===== config.mk =====
export PLATFORM = sky130hd
export DESIGN_NAME = ibus_sram_arbiter_flat
export DESIGN_NICKNAME = d
export VERILOG_FILES = /design/src/rtl/ibus_sram_arbiter_if.sv /design/src/rtl/ibus_sram_arbiter.sv /design/src/flat_wrapper.sv
export SDC_FILE = /design/constraint.sdc
export NUM_CORES = 1
export LEC_CHECK = 0
export CAP_MARGIN = 10
export CORE_AREA = 2 2 95 97
export CTS_BUF_LIST = sky130_fd_sc_hd__clkbuf_16
export CTS_CLUSTER_DIAMETER = 80
export DETAILED_ROUTE_END_ITERATION = 7
export DIE_AREA = 0 0 97 99
export DONT_BUFFER_PORTS = 1
export HOLD_SLACK_MARGIN = 0.03
export PLACE_DENSITY = 0.34
export SETUP_SLACK_MARGIN = 0.02
export SLEW_MARGIN = 20
export SYNTH_ARGS = -nofsm -noshare
export SYNTH_HDL_FRONTEND = slang
export SYNTH_SLANG_ARGS = --single-unit

===== constraint.sdc =====
create_clock -name HCLK -period 3.9 [get_ports HCLK]
set_input_delay 0 -clock HCLK [delete_from_list [all_inputs] [get_ports HCLK]]
set_output_delay 0 -clock HCLK [all_outputs]
set_load 0.01 [all_outputs]

===== src/rtl/ibus_sram_arbiter_if.sv =====
// Bus bundle between the two instruction-SRAM requesters, the arbiter and the SRAM macro.
// The slave modport is the arbiter's view; the master modport is the requester/SRAM side.
interface ibus_sram_arbiter_if #(
    parameter int unsigned SRAM_ADDR_WIDTH = 13,
    parameter int unsigned SRAM_DATA_WIDTH = 32
);
    localparam int unsigned AW = SRAM_ADDR_WIDTH - 2;

    logic                       req_0;
    logic [3:0]                 wen_0;
    logic [AW-1:0]              addr_0;
    logic [SRAM_DATA_WIDTH-1:0] wdata_0;
    logic                       gnt_0;
    logic                       rvalid_0;
    logic [SRAM_DATA_WIDTH-1:0] rdata_0;

    logic                       req_1;
    logic [3:0]                 wen_1;
    logic [AW-1:0]              addr_1;
    logic [SRAM_DATA_WIDTH-1:0] wdata_1;
    logic                       gnt_1;
    logic                       rvalid_1;
    logic [SRAM_DATA_WIDTH-1:0] rdata_1;

    logic                       mem_cen;
    logic [3:0]                 mem_wen;
    logic [AW-1:0]              mem_addr;
    logic [SRAM_DATA_WIDTH-1:0] mem_wdata;
    logic [SRAM_DATA_WIDTH-1:0] mem_rdata;

    modport slave (
        input  req_0, wen_0, addr_0, wdata_0,
        input  req_1, wen_1, addr_1, wdata_1,
        input  mem_rdata,
        output gnt_0, rvalid_0, rdata_0,
        output gnt_1, rvalid_1, rdata_1,
        output mem_cen, mem_wen, mem_addr, mem_wdata
    );

    modport master (
        output req_0, wen_0, addr_0, wdata_0,
        output req_1, wen_1, addr_1, wdata_1,
        output mem_rdata,
        input  gnt_0, rvalid_0, rdata_0,
        input  gnt_1, rvalid_1, rdata_1,
        input  mem_cen, mem_wen, mem_addr, mem_wdata
    );
endinterface


===== src/rtl/ibus_sram_arbiter.sv =====
// Two-port round-robin arbiter in front of a single-port instruction SRAM, with a per-owner
// burst limit, posted single-cycle writes and one-cycle read return.
module ibus_sram_arbiter #(
    parameter int unsigned SRAM_ADDR_WIDTH = 13,
    parameter int unsigned SRAM_DATA_WIDTH = 32,
    parameter int unsigned MAX_BURST       = 4
) (
    input logic                HCLK,
    input logic                HRESETn,
    ibus_sram_arbiter_if.slave bus
);
    localparam logic [3:0] MaxBurst = 4'(MAX_BURST);

    logic       prev_gnt_q, prev_gnt_d;
    logic       last_q, last_d;
    logic [3:0] cnt_q, cnt_d;
    logic [1:0] rd_pend_q, rd_pend_d;

    logic gnt0, gnt1, gnt_any, sel;

    // Grant decision; gated by reset so nothing reaches the SRAM while HRESETn is low.
    always_comb begin
        gnt0 = 1'b0;
        gnt1 = 1'b0;
        sel  = 1'b0;
        if (HRESETn) begin
            unique case ({bus.req_1, bus.req_0})
                2'b01: gnt0 = 1'b1;
                2'b10: gnt1 = 1'b1;
                2'b11: begin
                    sel  = (prev_gnt_q && (cnt_q < MaxBurst)) ? last_q : ~last_q;
                    gnt0 = ~sel;
                    gnt1 = sel;
                end
                default: ;
            endcase
        end
    end

    assign gnt_any = gnt0 | gnt1;

    always_comb begin
        prev_gnt_d = prev_gnt_q;
        last_d     = last_q;
        cnt_d      = cnt_q;
        if (gnt_any) begin
            prev_gnt_d = 1'b1;
            if (prev_gnt_q && (last_q == gnt1)) begin
                // Saturate rather than wrap so a long solo stream still yields on contention.
                cnt_d = (cnt_q >= MaxBurst) ? MaxBurst : cnt_q + 4'd1;
            end else begin
                cnt_d  = 4'd1;
                last_d = gnt1;
            end
        end else begin
            prev_gnt_d = 1'b0;
            cnt_d      = 4'd0;
        end
        rd_pend_d = {gnt1 & (bus.wen_1 == 4'hF), gnt0 & (bus.wen_0 == 4'hF)};
    end

    always_ff @(posedge HCLK) begin
        if (!HRESETn) begin
            prev_gnt_q <= 1'b0;
            last_q     <= 1'b1;
            cnt_q      <= 4'd0;
            rd_pend_q  <= 2'b00;
        end else begin
            prev_gnt_q <= prev_gnt_d;
            last_q     <= last_d;
            cnt_q      <= cnt_d;
            rd_pend_q  <= rd_pend_d;
        end
    end

    always_comb begin
        bus.gnt_0     = gnt0;
        bus.gnt_1     = gnt1;
        bus.mem_cen   = ~gnt_any;
        bus.mem_wen   = gnt1 ? bus.wen_1 : (gnt0 ? bus.wen_0 : 4'hF);
        bus.mem_addr  = gnt1 ? bus.addr_1 : bus.addr_0;
        bus.mem_wdata = gnt1 ? bus.wdata_1 : bus.wdata_0;
        bus.rvalid_0  = rd_pend_q[0] & HRESETn;
        bus.rvalid_1  = rd_pend_q[1] & HRESETn;
        bus.rdata_0   = bus.mem_rdata;
        bus.rdata_1   = bus.mem_rdata;
    end
endmodule


===== src/flat_wrapper.sv =====
// flat-port wrapper written by rule: the top's interface ports become plain ports
module ibus_sram_arbiter_flat 
#(
    parameter int unsigned SRAM_ADDR_WIDTH = 13,
    parameter int unsigned SRAM_DATA_WIDTH = 32,
    parameter int unsigned MAX_BURST       = 4
)
  (HCLK, HRESETn, bus_req_0, bus_wen_0, bus_addr_0, bus_wdata_0, bus_req_1, bus_wen_1, bus_addr_1, bus_wdata_1, bus_mem_rdata, bus_gnt_0, bus_rvalid_0, bus_rdata_0, bus_gnt_1, bus_rvalid_1, bus_rdata_1, bus_mem_cen, bus_mem_wen, bus_mem_addr, bus_mem_wdata);
  ibus_sram_arbiter_if #(.SRAM_ADDR_WIDTH(SRAM_ADDR_WIDTH), .SRAM_DATA_WIDTH(SRAM_DATA_WIDTH)) bus_i ();
  input logic HCLK;
  input logic HRESETn;
  input wire logic [$bits(bus_i.req_0)-1:0] bus_req_0;
  input wire logic [$bits(bus_i.wen_0)-1:0] bus_wen_0;
  input wire logic [$bits(bus_i.addr_0)-1:0] bus_addr_0;
  input wire logic [$bits(bus_i.wdata_0)-1:0] bus_wdata_0;
  input wire logic [$bits(bus_i.req_1)-1:0] bus_req_1;
  input wire logic [$bits(bus_i.wen_1)-1:0] bus_wen_1;
  input wire logic [$bits(bus_i.addr_1)-1:0] bus_addr_1;
  input wire logic [$bits(bus_i.wdata_1)-1:0] bus_wdata_1;
  input wire logic [$bits(bus_i.mem_rdata)-1:0] bus_mem_rdata;
  output wire logic [$bits(bus_i.gnt_0)-1:0] bus_gnt_0;
  output wire logic [$bits(bus_i.rvalid_0)-1:0] bus_rvalid_0;
  output wire logic [$bits(bus_i.rdata_0)-1:0] bus_rdata_0;
  output wire logic [$bits(bus_i.gnt_1)-1:0] bus_gnt_1;
  output wire logic [$bits(bus_i.rvalid_1)-1:0] bus_rvalid_1;
  output wire logic [$bits(bus_i.rdata_1)-1:0] bus_rdata_1;
  output wire logic [$bits(bus_i.mem_cen)-1:0] bus_mem_cen;
  output wire logic [$bits(bus_i.mem_wen)-1:0] bus_mem_wen;
  output wire logic [$bits(bus_i.mem_addr)-1:0] bus_mem_addr;
  output wire logic [$bits(bus_i.mem_wdata)-1:0] bus_mem_wdata;
  assign bus_i.req_0 = bus_req_0;
  assign bus_i.wen_0 = bus_wen_0;
  assign bus_i.addr_0 = bus_addr_0;
  assign bus_i.wdata_0 = bus_wdata_0;
  assign bus_i.req_1 = bus_req_1;
  assign bus_i.wen_1 = bus_wen_1;
  assign bus_i.addr_1 = bus_addr_1;
  assign bus_i.wdata_1 = bus_wdata_1;
  assign bus_i.mem_rdata = bus_mem_rdata;
  assign bus_gnt_0 = bus_i.gnt_0;
  assign bus_rvalid_0 = bus_i.rvalid_0;
  assign bus_rdata_0 = bus_i.rdata_0;
  assign bus_gnt_1 = bus_i.gnt_1;
  assign bus_rvalid_1 = bus_i.rvalid_1;
  assign bus_rdata_1 = bus_i.rdata_1;
  assign bus_mem_cen = bus_i.mem_cen;
  assign bus_mem_wen = bus_i.mem_wen;
  assign bus_mem_addr = bus_i.mem_addr;
  assign bus_mem_wdata = bus_i.mem_wdata;
  ibus_sram_arbiter #(.SRAM_ADDR_WIDTH(SRAM_ADDR_WIDTH), .SRAM_DATA_WIDTH(SRAM_DATA_WIDTH), .MAX_BURST(MAX_BURST)) u_core (.HCLK(HCLK), .HRESETn(HRESETn), .bus(bus_i));
endmodule

==> results by group <==
Logic synthesis
  – Yosys warning total: 0
  – Seq cells post-synth: 8
  – Register area share after synthesis: 0.0916
  – Synth area leader: mux2_4
  – Dominant cells by area after synthesis: mux2_4, buf_4, dfxtp_1, buf_12, o21ai_0
  – Netlist cell types: 29
  – Cell area after synthesis: 1750 um^2
  – Post-synth top area share: 0.335
  – Synthesized instance count: 184
  – Post-synth net total: 315
  – Syn Area/Cell: 9.51 um^2

STA
  – Tmin final: 2.43 ns
  – PnR worst setup slack: 1.47 ns
  – Slew Viols, Final: 0
  – Hold slack: 0.0557 ns
  – Fmax: 412 MHz
  – RSZ-0062 raised after global routing: no
  – Max-slew headroom: 0.340
  – Final Hold Fails: 0
  – Setup violations, final: 0
  – Setup tns final: 0 ns
  – Least-Margin Pin Slew: 0.990 ns
  – Fin crit share: 0.622
  – Clock skew: 0.00320 ns

Clock network
  – TritonCTS Sinks: 8
  – Max clock buf depth: 2
  – Reg clk slew, reported paths: 0.03 ns
  – CTS tree: yes
  – Root Driver: clkbuf_16
  – # H-tree levels: 1
  – Num CTS Buffers: 3
  – Clk Latency, worst-skew pair: 0.23 ns

Floorplanning
  – Placeable Area: 8550 um^2
  – # IOs: 246
  – Chip Width: 97 um
  – DIE HEIGHT: 99 um
  – Initial Utilization: 0.205
  – Site row count: 34
  – Die area: 9600 um^2

Power and ir drop
  – Peak VDD IR: 0.0000814 V
  – P_leak: 0.721 nW
  – Final Power: 0.461 mW
  – Power Dens Cells: 258 nW/um^2

Cells and area
  – Inserted Diodes: 0
  – Fraction of layout cells with a size suffix above 1: 0.323
  – Post-route cell area: 1780 um^2
  – Nets: 288
  – Area grow syn2layout: 2.00%

Outcome
  – Status: finished clean

Placed design
  – GP Congestion: 0.757
  – Detailed Place HPWL: 3.67 mm
  – Post-DP Area: 1310 um^2
  – PortBufs: 0
  – Post-placement setup slack: 1.69 ns

Worst setup path
  – Startpoint Class: flop
  – Max stage delay cell, worst path: nor2_8
  – Crit end category: output port
  – Worst-path cell chain: nor3b_4 > mux2i_4 > nor2_8 > mux2_2
  – R2r setup slk: 1.80 ns
  – Critical path class: flop to output port
  – Crit Path Max Fanout: 44
  – Worst Path Arrival: 2.43 ns
  – Largest stage delay, worst path: 0.77 ns
  – Worst endpoint required time: 3.90 ns

Global routing
  – Largest net degree at the start of global routing: 45
  – Initial antenna violation count: 0
  – First-pass GRT wire length: 6.43 mm
  – GRT Util Overall: 0.0875
  – Number of global-route vias before repair: 1118
  – Grt ovf: 0

Drt
  – Final WL: 4.81 mm
  – Initial DRC Count: 17
  – Post-route DRC violation count: 0
  – Final antenna-violating net count: 0
  – DR WL/cell: 18.3 um
  – First-pass DRT Iterations: 4
  – DR vias: 1154
  – Vias/cell: 4.39

Min path
  – Hold crit path type: primary input to flop

Flow run
  – Max-cap violations: 0
-- synth_stat cells --
library cell,instances
conb_1,1
o31ai_1,1
nor2b_1,1
nand2_1,6
a32oi_1,1
and2_1,2
clkbuf_1,4
mux2_4,39
o31a_1,1
o21ai_0,11
and4b_1,1
nand4_1,2
ha_1,1
buf_12,4
nor2_1,3
nor3b_4,1
or3b_2,1
nor3_1,2
nand3_1,4
inv_1,6
nand2b_1,3
mux2_2,4
dfxtp_1,8
mux2i_4,1
a21oi_1,6
mux2i_1,1
a22oi_1,4
buf_4,64
nor2_8,1
-- cell families (layout without fill, tap and decap cells) --
group	Yosys count	in the layout	synth area share
buffers and inverters	78	49	0.342
AO/OA/AOI/OAI	24	24	0.0801
adder cells (fa/ha/maj)	1	1	0.00715
multiplexers	45	45	0.379
AND/OR/NAND/NOR	27	27	0.0980
flip-flops	8	8	0.0916
other	1	1	0.00214
-- stage by stage --
stage | instances | util
floorplan | 184 | -
CTS | 263 | 0.209
global placement | 220 | 0.153
finish | 263 | 0.209
detailed placement | 220 | 0.153
global route | 263 | 0.209
-- state kept, by name (all words and copies together), names as in the netlist --
name / flops
u_core.cnt_q: 4
u_core.last_q: 1
u_core.prev_gnt_q: 1
u_core.rd_pend_q: 2
-- cell type report --
type,count,area (um^2)
Fill cell,936,6770
Inverter,6,22.5
Sequential cell,8,160
Clock buffer,3,75.1
Multi-Input combinational cell,98,991
Timing Repair Buffer,40,400
Tap cell,108,135
-- routing by layer --
layer / part of all wire / global-route usage / wire length, um
met3: 0.10 / 0.0291 / 479
met5: 0 / 0 / 0
met1: 0.39 / 0.107 / 1870
met4: 0.012 / 0.0303 / 60
met2: 0.50 / 0.144 / 2400
-- worst paths after layout --
check                                                   from                             end  cells past startpoint
worst max-delay path            u_core.prev_gnt_q$_SDFF_PN0_                bus_mem_wdata[1]                      4
worst min-delay path                               bus_req_0      u_core.cnt_q[0]$_SDFF_PN0_                      2
worst max register to register  u_core.prev_gnt_q$_SDFF_PN0_  u_core.rd_pend_q[0]$_SDFF_PN0_                      4
worst min register to register  u_core.prev_gnt_q$_SDFF_PN0_      u_core.cnt_q[2]$_SDFF_PN0_                      2
-- cell usage in the layout, fill, tap and decap left out, drive strengths merged, types with 3 or more instances in the layout --
cell type / netlist / final
a21oi: 6 / 6
a22oi: 4 / 4
clkbuf: 4 / 3
dfxtp: 8 / 8
dlygate4sd3: 0 / 40
inv: 6 / 6
mux2: 43 / 43
nand2: 6 / 6
nand2b: 3 / 3
nand3: 4 / 4
nor2: 4 / 4
o21ai: 11 / 11
-- critical path, delay by kind of cell (launching register included) --
kind / cells / cell delay [ns]
flip-flops: 1 / 0.34
multiplexers: 2 / 0.63
AND/OR/NAND/NOR: 2 / 1.17
-- report_power, final --
part | leakage (nW) | switching (mW) | internal (mW)
Combinational | 0.618 | 0.0994 | 0.0985
Sequential | 0.0659 | 0.00401 | 0.0859
Clock | 0.0370 | 0.0406 | 0.132
-- timing repair --
item,in CTS,in global routing
hold buffers,40,0
hold endpoints to repair,70,0
endpoints found under the setup margin,0,0
gates resized for setup,0,0
buffers inserted,0,0
(Power assumes the default switching activity.)
